===== config.mk =====
export PLATFORM = sky130hd
export DESIGN_NAME = rx_phase_search_flat
export DESIGN_NICKNAME = d
export VERILOG_FILES = /design/src/rtl/rx_pkg.sv /design/src/rtl/rx_phase_search_if.sv /design/src/rtl/phase_energy_acc.sv /design/src/rtl/rx_phase_search.sv /design/src/flat_wrapper.sv
export SDC_FILE = /design/constraint.sdc
export NUM_CORES = 1
export LEC_CHECK = 0
export ABC_CLOCK_PERIOD_IN_PS = 12460
export BUFFER_PORTS_ARGS = -buffer_cell sky130_fd_sc_hd__buf_2
export CAP_MARGIN = 20
export CORE_MARGIN = 3
export CORE_UTILIZATION = 23
export CTS_CLUSTER_DIAMETER = 120
export CTS_CLUSTER_SIZE = 25
export DETAILED_ROUTE_END_ITERATION = 8
export GPL_TIMING_DRIVEN = 0
export PLACE_DENSITY = 0.42
export SLEW_MARGIN = 40
export SYNTH_ARGS = -nofsm -noshare
export SYNTH_HDL_FRONTEND = slang
export SYNTH_SLANG_ARGS = --single-unit

===== constraint.sdc =====
create_clock -name clock -period 12.46 [get_ports clock]
set_clock_uncertainty 0.2 [all_clocks]
set_input_delay 1.869 -clock clock [delete_from_list [all_inputs] [get_ports clock]]
set_output_delay 1.869 -clock clock [all_outputs]
set_load 0.02 [all_outputs]

===== src/rtl/rx_pkg.sv =====
// rx_pkg: shared FSM encoding, parameter defaults and accumulator sizing for the BPSK receive path
package rx_pkg;
    typedef enum logic {SEARCH, TRACK} state_t;
    localparam int OS_DEF = 4;
    localparam int NB_DATA_DEF = 8;
    localparam int WIN_BAUDS_DEF = 1024;
    function automatic int acc_width(input int nb_data, input int win_bauds);
        return nb_data - 1 + $clog2(win_bauds);
    endfunction
endpackage


===== src/rtl/rx_phase_search_if.sv =====
// rx_phase_search_if: sample/control inputs and sliced-bit/phase outputs of the phase searcher
interface rx_phase_search_if #(parameter int OS = 4, parameter int NB_DATA = 8);
    localparam int PW = $clog2(OS);
    logic                      enable;
    logic signed [NB_DATA-1:0] i_sample;
    logic                      i_manual;
    logic [PW-1:0]             offset;
    logic                      o_bit;
    logic                      o_bit_valid;
    logic [PW-1:0]             o_phase;
    logic                      o_locked;
    modport master (output enable, i_sample, i_manual, offset,
                    input  o_bit, o_bit_valid, o_phase, o_locked);
    modport slave  (input  enable, i_sample, i_manual, offset,
                    output o_bit, o_bit_valid, o_phase, o_locked);
endinterface


===== src/rtl/phase_energy_acc.sv =====
// phase_energy_acc: per-phase saturated |x| accumulators and lowest-index argmax at window end
module phase_energy_acc
    import rx_pkg::*;
#(
    parameter int OS        = OS_DEF,
    parameter int NB_DATA   = NB_DATA_DEF,
    parameter int WIN_BAUDS = WIN_BAUDS_DEF
) (
    input  logic                      clock,
    input  logic                      reset,
    input  logic                      enable,
    input  logic                      first,
    input  logic                      last,
    input  logic signed [NB_DATA-1:0] sample,
    input  logic [$clog2(OS)-1:0]     ph,
    output logic [$clog2(OS)-1:0]     win_idx,
    output logic                      done
);
    localparam int AW = acc_width(NB_DATA, WIN_BAUDS);
    localparam int PW = $clog2(OS);
    logic [AW-1:0]        acc [OS];
    logic [AW-1:0]        nxt [OS];
    logic [AW-1:0]        best;
    logic [NB_DATA-1:0]   neg;
    logic [NB_DATA-2:0]   mag;
    assign neg  = -sample;
    // negating the most negative value leaves the sign set; that case saturates
    assign mag  = !sample[NB_DATA-1] ? sample[NB_DATA-2:0] : neg[NB_DATA-1] ? '1 : neg[NB_DATA-2:0];
    assign done = enable & last;
    always_comb begin
        for (int i = 0; i < OS; i++)
            nxt[i] = (PW'(i) == ph) ? (first ? AW'(mag) : acc[i] + AW'(mag)) : acc[i];
        win_idx = '0;
        best    = nxt[0];
        for (int i = 1; i < OS; i++)
            if (nxt[i] > best) begin
                best    = nxt[i];
                win_idx = PW'(i);
            end
    end
    always_ff @(posedge clock) begin
        if (reset) begin
            for (int i = 0; i < OS; i++) acc[i] <= '0;
        end else if (enable) begin
            for (int i = 0; i < OS; i++) acc[i] <= nxt[i];
        end
    end
endmodule


===== src/rtl/rx_phase_search.sv =====
// rx_phase_search: picks the strongest sampling phase per window, decimates to one sample per baud
// and slices the sign; manual mode forces the phase from offset.
module rx_phase_search
    import rx_pkg::*;
#(
    parameter int OS        = OS_DEF,
    parameter int NB_DATA   = NB_DATA_DEF,
    parameter int WIN_BAUDS = WIN_BAUDS_DEF
) (
    input  logic               clock,
    input  logic               reset,
    rx_phase_search_if.slave   bus
);
    localparam int PW = $clog2(OS);
    localparam int BW = $clog2(WIN_BAUDS);
    logic [PW-1:0] ph;
    logic [PW-1:0] auto_ph;
    logic [PW-1:0] win_idx;
    logic [BW-1:0] baud;
    logic          done;
    state_t        state, state_nxt;
    phase_energy_acc #(.OS(OS), .NB_DATA(NB_DATA), .WIN_BAUDS(WIN_BAUDS)) u_acc (
        .clock   (clock),
        .reset   (reset),
        .enable  (bus.enable),
        .first   (baud == '0),
        .last    ((&ph) && (&baud)),
        .sample  (bus.i_sample),
        .ph      (ph),
        .win_idx (win_idx),
        .done    (done)
    );
    always_comb begin
        state_nxt = (state == SEARCH && done) ? TRACK : state;
    end
    assign bus.o_phase  = bus.i_manual ? bus.offset : auto_ph;
    assign bus.o_locked = bus.i_manual | (state == TRACK);
    always_ff @(posedge clock) begin
        if (reset) begin
            state           <= SEARCH;
            ph              <= '0;
            baud            <= '0;
            auto_ph         <= '0;
            bus.o_bit       <= 1'b0;
            bus.o_bit_valid <= 1'b0;
        end else begin
            state           <= state_nxt;
            bus.o_bit_valid <= bus.enable && (ph == bus.o_phase);
            if (done) auto_ph <= win_idx;
            if (bus.enable) begin
                ph <= ph + 1'b1;
                if (&ph) baud <= baud + 1'b1;
                if (ph == bus.o_phase) bus.o_bit <= ~bus.i_sample[NB_DATA-1];
            end
        end
    end
endmodule

===== src/flat_wrapper.sv =====
// flat-port wrapper written by rule: the top's interface ports become plain ports
module rx_phase_search_flat import rx_pkg::*;
#(
    parameter int OS        = OS_DEF,
    parameter int NB_DATA   = NB_DATA_DEF,
    parameter int WIN_BAUDS = WIN_BAUDS_DEF
)
  (clock, reset, bus_enable, bus_i_sample, bus_i_manual, bus_offset, bus_o_bit, bus_o_bit_valid, bus_o_phase, bus_o_locked);
  rx_phase_search_if #(.OS(OS), .NB_DATA(NB_DATA)) bus_i ();
  input  logic clock;
  input  logic reset;
  input wire logic [$bits(bus_i.enable)-1:0] bus_enable;
  input wire logic [$bits(bus_i.i_sample)-1:0] bus_i_sample;
  input wire logic [$bits(bus_i.i_manual)-1:0] bus_i_manual;
  input wire logic [$bits(bus_i.offset)-1:0] bus_offset;
  output wire logic [$bits(bus_i.o_bit)-1:0] bus_o_bit;
  output wire logic [$bits(bus_i.o_bit_valid)-1:0] bus_o_bit_valid;
  output wire logic [$bits(bus_i.o_phase)-1:0] bus_o_phase;
  output wire logic [$bits(bus_i.o_locked)-1:0] bus_o_locked;
  assign bus_i.enable = bus_enable;
  assign bus_i.i_sample = bus_i_sample;
  assign bus_i.i_manual = bus_i_manual;
  assign bus_i.offset = bus_offset;
  assign bus_o_bit = bus_i.o_bit;
  assign bus_o_bit_valid = bus_i.o_bit_valid;
  assign bus_o_phase = bus_i.o_phase;
  assign bus_o_locked = bus_i.o_locked;
  rx_phase_search #(.OS(OS), .NB_DATA(NB_DATA), .WIN_BAUDS(WIN_BAUDS)) u_core (.clock(clock), .reset(reset), .bus(bus_i));
endmodule

## Yosys cells after proc, flatten, opt, wreduce, memory -nomap -nowiden

Memories as Yosys holds them, arrays and structs flattened.
Index checks and enable logic that the tools add are counted.

- Bits in registers: 17
- Memory bits (writable): 68
- Input port bits: 14
- Output and inout port bits: 5
- Memories: 1

- $add $sub $neg: 7
- Magnitude comparators: 3
- Equality and inequality tests: 4
- Mux-type cells: 25
- Bitwise gates (word level): 8
- Reductions and logical operators: 9

Memories:

| name | depth | width | rd ports | clocked after memory_dff | wr ports | RTL line | text |
|---|---|---|---|---|---|---|---|
| u_core.u_acc.acc | 4 | 17 | 4 | 0 | 4 | phase_energy_acc.sv:21 | `logic [AW-1:0] acc [OS];` |

Operator list:

| cell | count |
|---|---|
| 17-bit 2-to-1 mux | 14 |
| 17-bit by 7-bit adder with 17-bit output | 4 |
| 17-bit > comparator | 3 |
| 7-bit 2-to-1 mux | 2 |
| 10-bit by 1-bit adder with 10-bit output (second input constant) | 1 |
| 10-bit logical NOT | 1 |
| 10-bit AND reduction | 1 |
| 8-bit negation | 1 |
| 1-bit 2-to-1 mux | 6 |
| 2-bit 2-to-1 mux | 3 |
| 1-bit OR | 5 |
| 2-bit == test (first input constant) | 2 |
| 2-bit AND reduction | 2 |
| 1-bit logical AND | 3 |
| 3-bit AND reduction | 1 |
| 2-bit by 1-bit adder with 2-bit output (second input constant) | 1 |
| 1-bit by 2-bit == test with 1-bit output (first input constant) | 1 |
| 2-bit == test | 1 |
| 2-bit logical NOT | 1 |
| 1-bit inverter | 2 |
| 1-bit AND | 1 |

## Logic depth before layout (Yosys ltp)

- Depth after elaboration: 12
- Gate-level depth with buffers: 45
- Gate-level depth less buffers: 43

## Hierarchy

A second synthesis with hierarchy kept.

- Cell total of the unflattened synthesis: 890
- Area total of the unflattened synthesis: 7719.9 µm²

Modules (own cells, without submodules):

| module | instances | cells an instance | area an instance (µm²) | seq. area each (µm²) |
|---|---|---|---|---|
| phase_energy_acc | 1 | 799 | 6872.8 | 2042.0 |
| rx_phase_search | 1 | 91 | 847.1 | 340.3 |

## Worst setup path after synthesis

Ideal clock, no wire load.

- Path kind: input to register
- Start point: in bus_i_sample[3]
- End point: reg u_core.auto_ph[1]
- Library setup time: 150 ps
- Arrival: 9900 ps
- Required time: 12110 ps
- Setup slack: 2210 ps
- Stages: 44
- Path through: or3_1 > nor4b_1 > o21ai_0 > o21ai_0 > inv_1 > fa_1 > nor2b_1 > o2111ai_1 > a21boi_0 > or2_2 > nand3_1 > xor2_1 > a21oi_1 > inv_1 > ha_1 > a21o_1 > a21oi_1 > nor2b_1 > [... 8 more ...] > o21a_1 > o21ai_0 > a21oi_1 > nor3_1 > o31ai_1 > o41ai_1 > clkbuf_1 > mux2i_1 > ha_1 > nor2b_1 > o21a_1 > o21a_1 > o21ai_0 > a21oi_1 > a211o_1 > a21oi_1 > a21o_1 > a311oi_1

- Word-level cells in the longest chain between the ends: 12
- Elaborated cells on any way between the ends: 22
- Those cells by class: add/sub (5); order compare (3); mux (14)

Ends and longest elaborated chain:

| item | RTL line | text |
|---|---|---|
| start, declared | flat_wrapper.sv:13 | `input wire logic [$bits(bus_i.i_sample)-1:0] bus_i_sample;` |
| 8-bit negation | phase_energy_acc.sv:26 | `assign neg = -sample;` |
| 7-bit 2-to-1 mux | phase_energy_acc.sv:28 | `assign mag = !sample[NB_DATA-1] ? sample[NB_DATA-2:0] : neg[NB_DATA-1] ? '1 : neg[NB_DATA-2:0];` |
| 7-bit 2-to-1 mux (*) | phase_energy_acc.sv:28 |  |
| 17-bit by 7-bit adder with 17-bit output | phase_energy_acc.sv:32 | `nxt[i] = (PW'(i) == ph) ? (first ? AW'(mag) : acc[i] + AW'(mag)) : acc[i];` |
| 17-bit 2-to-1 mux (2 in series) | phase_energy_acc.sv:32 |  |
| 17-bit > comparator | phase_energy_acc.sv:36 | `if (nxt[i] > best) begin` |
| 17-bit 2-to-1 mux | phase_energy_acc.sv:36 |  |
| 17-bit > comparator | phase_energy_acc.sv:36 |  |
| 17-bit 2-to-1 mux | phase_energy_acc.sv:36 |  |
| 17-bit > comparator | phase_energy_acc.sv:36 |  |
| 2-bit 2-to-1 mux (*) | phase_energy_acc.sv:36 |  |
| end signal, assigned | rx_phase_search.sv:49 | `if (done) auto_ph <= win_idx;` |
| end, declared | rx_phase_search.sv:17 | `logic [PW-1:0] auto_ph;` |

Mark *: on every way between the ends. The rest lies on a longest branch, timed or not.
A chain may end at the register's enable or synchronous reset.

## Final worst setup path

Ends and elaborated chain as after synthesis.

==> results.json <==
{
  "grt_pass1_wl_um": 35100,
  "synthCells": 888,
  "worstSetupPathType": "in -> reg",
  "setup_viol": 0,
  "required_ns": 12.46,
  "placedCellCount": 1348,
  "postPlaceCellArea_um2": 8320,
  "worst_pin_slew_ns": 0.851,
  "synth-simple-area-share_pct": 20.9,
  "synth_area_um2": 7620,
  "vias_per_cell": 4.62,
  "synth_top_family_by_area": "simple AND/OR/NAND/NOR gates",
  "synth-compound-area-share_pct": 16.4,
  "htree_levels": 3,
  "startpoint_type": "input pin",
  "yosysUniqueCellTypes": 64,
  "hold_class": "reg -> reg",
  "max_freq_mhz": 87.2,
  "path_common_cell": "a21oi_1",
  "routed_wl_um": 22200,
  "rsz0062_at_grt": "false",
  "slew_headroom_pct": 42.9,
  "die_w_um": 188,
  "synthFlopType": "edfxtp_1",
  "hold_depth": 2,
  "hold_violations": 0,
  "num_vias": 6302,
  "clk_pin_slew_ns": 0.07,
  "insertion_delay_ns": 0.36,
  "n_antenna_cell": 0,
  "drtIter0Drc": 328,
  "finalCritPeriodShare_pct": 92.0,
  "track_usage_pct": 12.7,
  "gp_congestion": 0.825,
  "stdcell_count": 1364,
  "numCtsBuffers": 9,
  "synth-xor-area-share_pct": 5.86,
  "die-area_um2": 35300,
  "fin_setup_tns_ns": 0,
  "cp-end-kind": "register",
  "grt_overflow": 0,
  "async_reset_ff_share_pct": 0,
  "cellPowerDensity_nw_per_um2": 119,
  "syn2layout_area_growth_pct": 13.4,
  "ys_warn_count": 0,
  "cts_tree": "done",
  "cts_setup_buffers": 0,
  "path_max_fanout": 10,
  "drv_slew": 0,
  "drc": 0,
  "seq_area_frac_synth_pct": 31.3,
  "synth_mux_area_share_pct": 5.44,
  "ant_nets": 0,
  "antenna_found_initial": 0,
  "period_minus_slack_ns": 11.46,
  "core_area_um2": 32600,
  "p_leak_uw": 0.00361,
  "drive_gt1_share_pct": 8.24,
  "worstRegToRegCells": 40,
  "fillCellCount": 3546,
  "portBuffers": 16,
  "synth_edf_count": 68,
  "status": "complete, no violations",
  "first_pass_iters": 5,
  "rows": 66,
  "wl_per_cell_um": 16.2,
  "pin_count": 19,
  "synth_fa_ha_area_share_pct": 15.5,
  "synth_nets": 993,
  "clockBufferDepth": 2,
  "ys_seq_elements": 85,
  "hpwl_um": 17400,
  "most-common-layout-cells": "123 x nor2_1, 87 x ha_1, 70 x a21oi_1, 68 x edfxtp_1, 64 x nand2_1",
  "irDropWorstVdd_uv": 48.3,
  "clock-root-buffer": "clkbuf_16",
  "cp.arrival_ns": 11.46,
  "layout_commonest_cell": "nor2_1",
  "clock_sinks": 85,
  "cap_violations": 0,
  "worst_path_max_delay_cell": "fa_1",
  "grt_pass1_vias": 6158,
  "final_area_um2": 8640,
  "max_stage_delay_ns": 0.49,
  "grt_max_degree": 31,
  "initial_utilization_pct": 23.3,
  "die_h_um": 188,
  "avgSynthCellArea_um2": 8.58,
  "finalNetCount": 1022
}
synth_stat cells (all sizes together) (6+ instances only):
library cell	instances	area share, %
a21o	23	2.3
or3	6	0.49
dfxtp	17	4.5
and3	13	1.1
o21a	9	0.89
o21ai	52	3.4
nor3	16	1.1
a21oi	70	4.6
or2	7	0.57
nand4	12	0.99
mux2i	20	2.6
nand2	65	3.3
mux2	19	2.8
xnor2	35	4.0
nor2b	14	1.1
nand3	26	1.7
edfxtp	68	27
nor2	123	6.1
nand2b	9	0.74
inv	61	3.0
ha	87	14
and2	21	1.7
clkbuf	24	1.2
xor2	16	1.8
stage by stage:
stage | total power, uW | utilization, % | setup WS (ns) | hold WS [ns]
3_3_place_gp | 734 | 25.3 | 0.0618 | 0.267
5_1_grt | 1100 | 26.5 | 0.209 | 0.341
6_report | 1030 | 26.5 | 0.996 | 0.286
2_1_floorplan | 629 | - | 2.21 | 0.233
4_1_cts | 1040 | 26.5 | 0.562 | 0.290
3_5_place_dp | 736 | 25.5 | 0.243 | 0.271
worst max-delay path, delay by kind of cell:
family	cells	cell delay (ns)
compound gates	23	4.50
xor+xnor	1	0.15
fa+ha+maj	4	1.32
buf+inv	6	1.18
mux	2	0.48
simple gates	9	1.98
sequential cells by signal (all words and copies together) (netlist names):
register	cells
u_core.u_acc.acc	68
u_core.baud	10
u_core.auto_ph	2
u_core.ph	2
u_core.bus.o_bit	1
u_core.bus.o_bit_valid	1
u_core.state	1
timing repair:
action / in CTS / in global routing
hold buffers: 0 / 0
resized for setup: 0 / 3
setup endpoints to repair: 0 / 2
per-layer routing:
| layer | share of wire, % | GRT usage (%) | wire, um |
|---|---|---|---|
| met1 | 52 | 18.2 | 11400 |
| met2 | 44 | 20.0 | 9730 |
| met3 | 2.8 | 1.68 | 615 |
| met4 | 1.7 | 3.58 | 380 |
| met5 | 0 | 0 | 0 |
path summary, 6_finish.rpt:
check	start	to	slack, ns
max	bus_i_sample[3]	u_core.auto_ph[1]	1.0
min	u_core.state	u_core.state	0.29
max reg2reg	u_core.baud[0]	u_core.auto_ph[1]	2.77
min reg2reg	u_core.state	u_core.state	0.29
area by class of cell:
cell class / instances / area (um2) / share of cell area (%)
sequential: 85 / 2380 / 27.6
clock inverter: 3 / 18.8 / 0.217
clock buffer: 13 / 303 / 3.50
multi-input combinational: 712 / 4900 / 56.7
tap: 442 / 553 / 6.40
buffer: 29 / 123 / 1.42
timing repair buffer: 18 / 128 / 1.48
inverter: 62 / 233 / 2.69
kinds of logic after synthesis:
| kind of cell | after synthesis |
|---|---|
| DFF | 85 |
| and+or+nand+nor | 330 |
| xor gates and xnor gates | 51 |
| muxes | 39 |
| adders and majority gates | 92 |
| AOI/OAI and AO/OA | 200 |
| buffers and inverters | 91 |
power by group:
| group | internal [uW] | total [uW] | switching [uW] |
|---|---|---|---|
| clock | 171 | 297 | 126 |
| sequential | 325 | 337 | 12.8 |
| combinational | 162 | 395 | 233 |
Power figures use the tool's default switching activity.
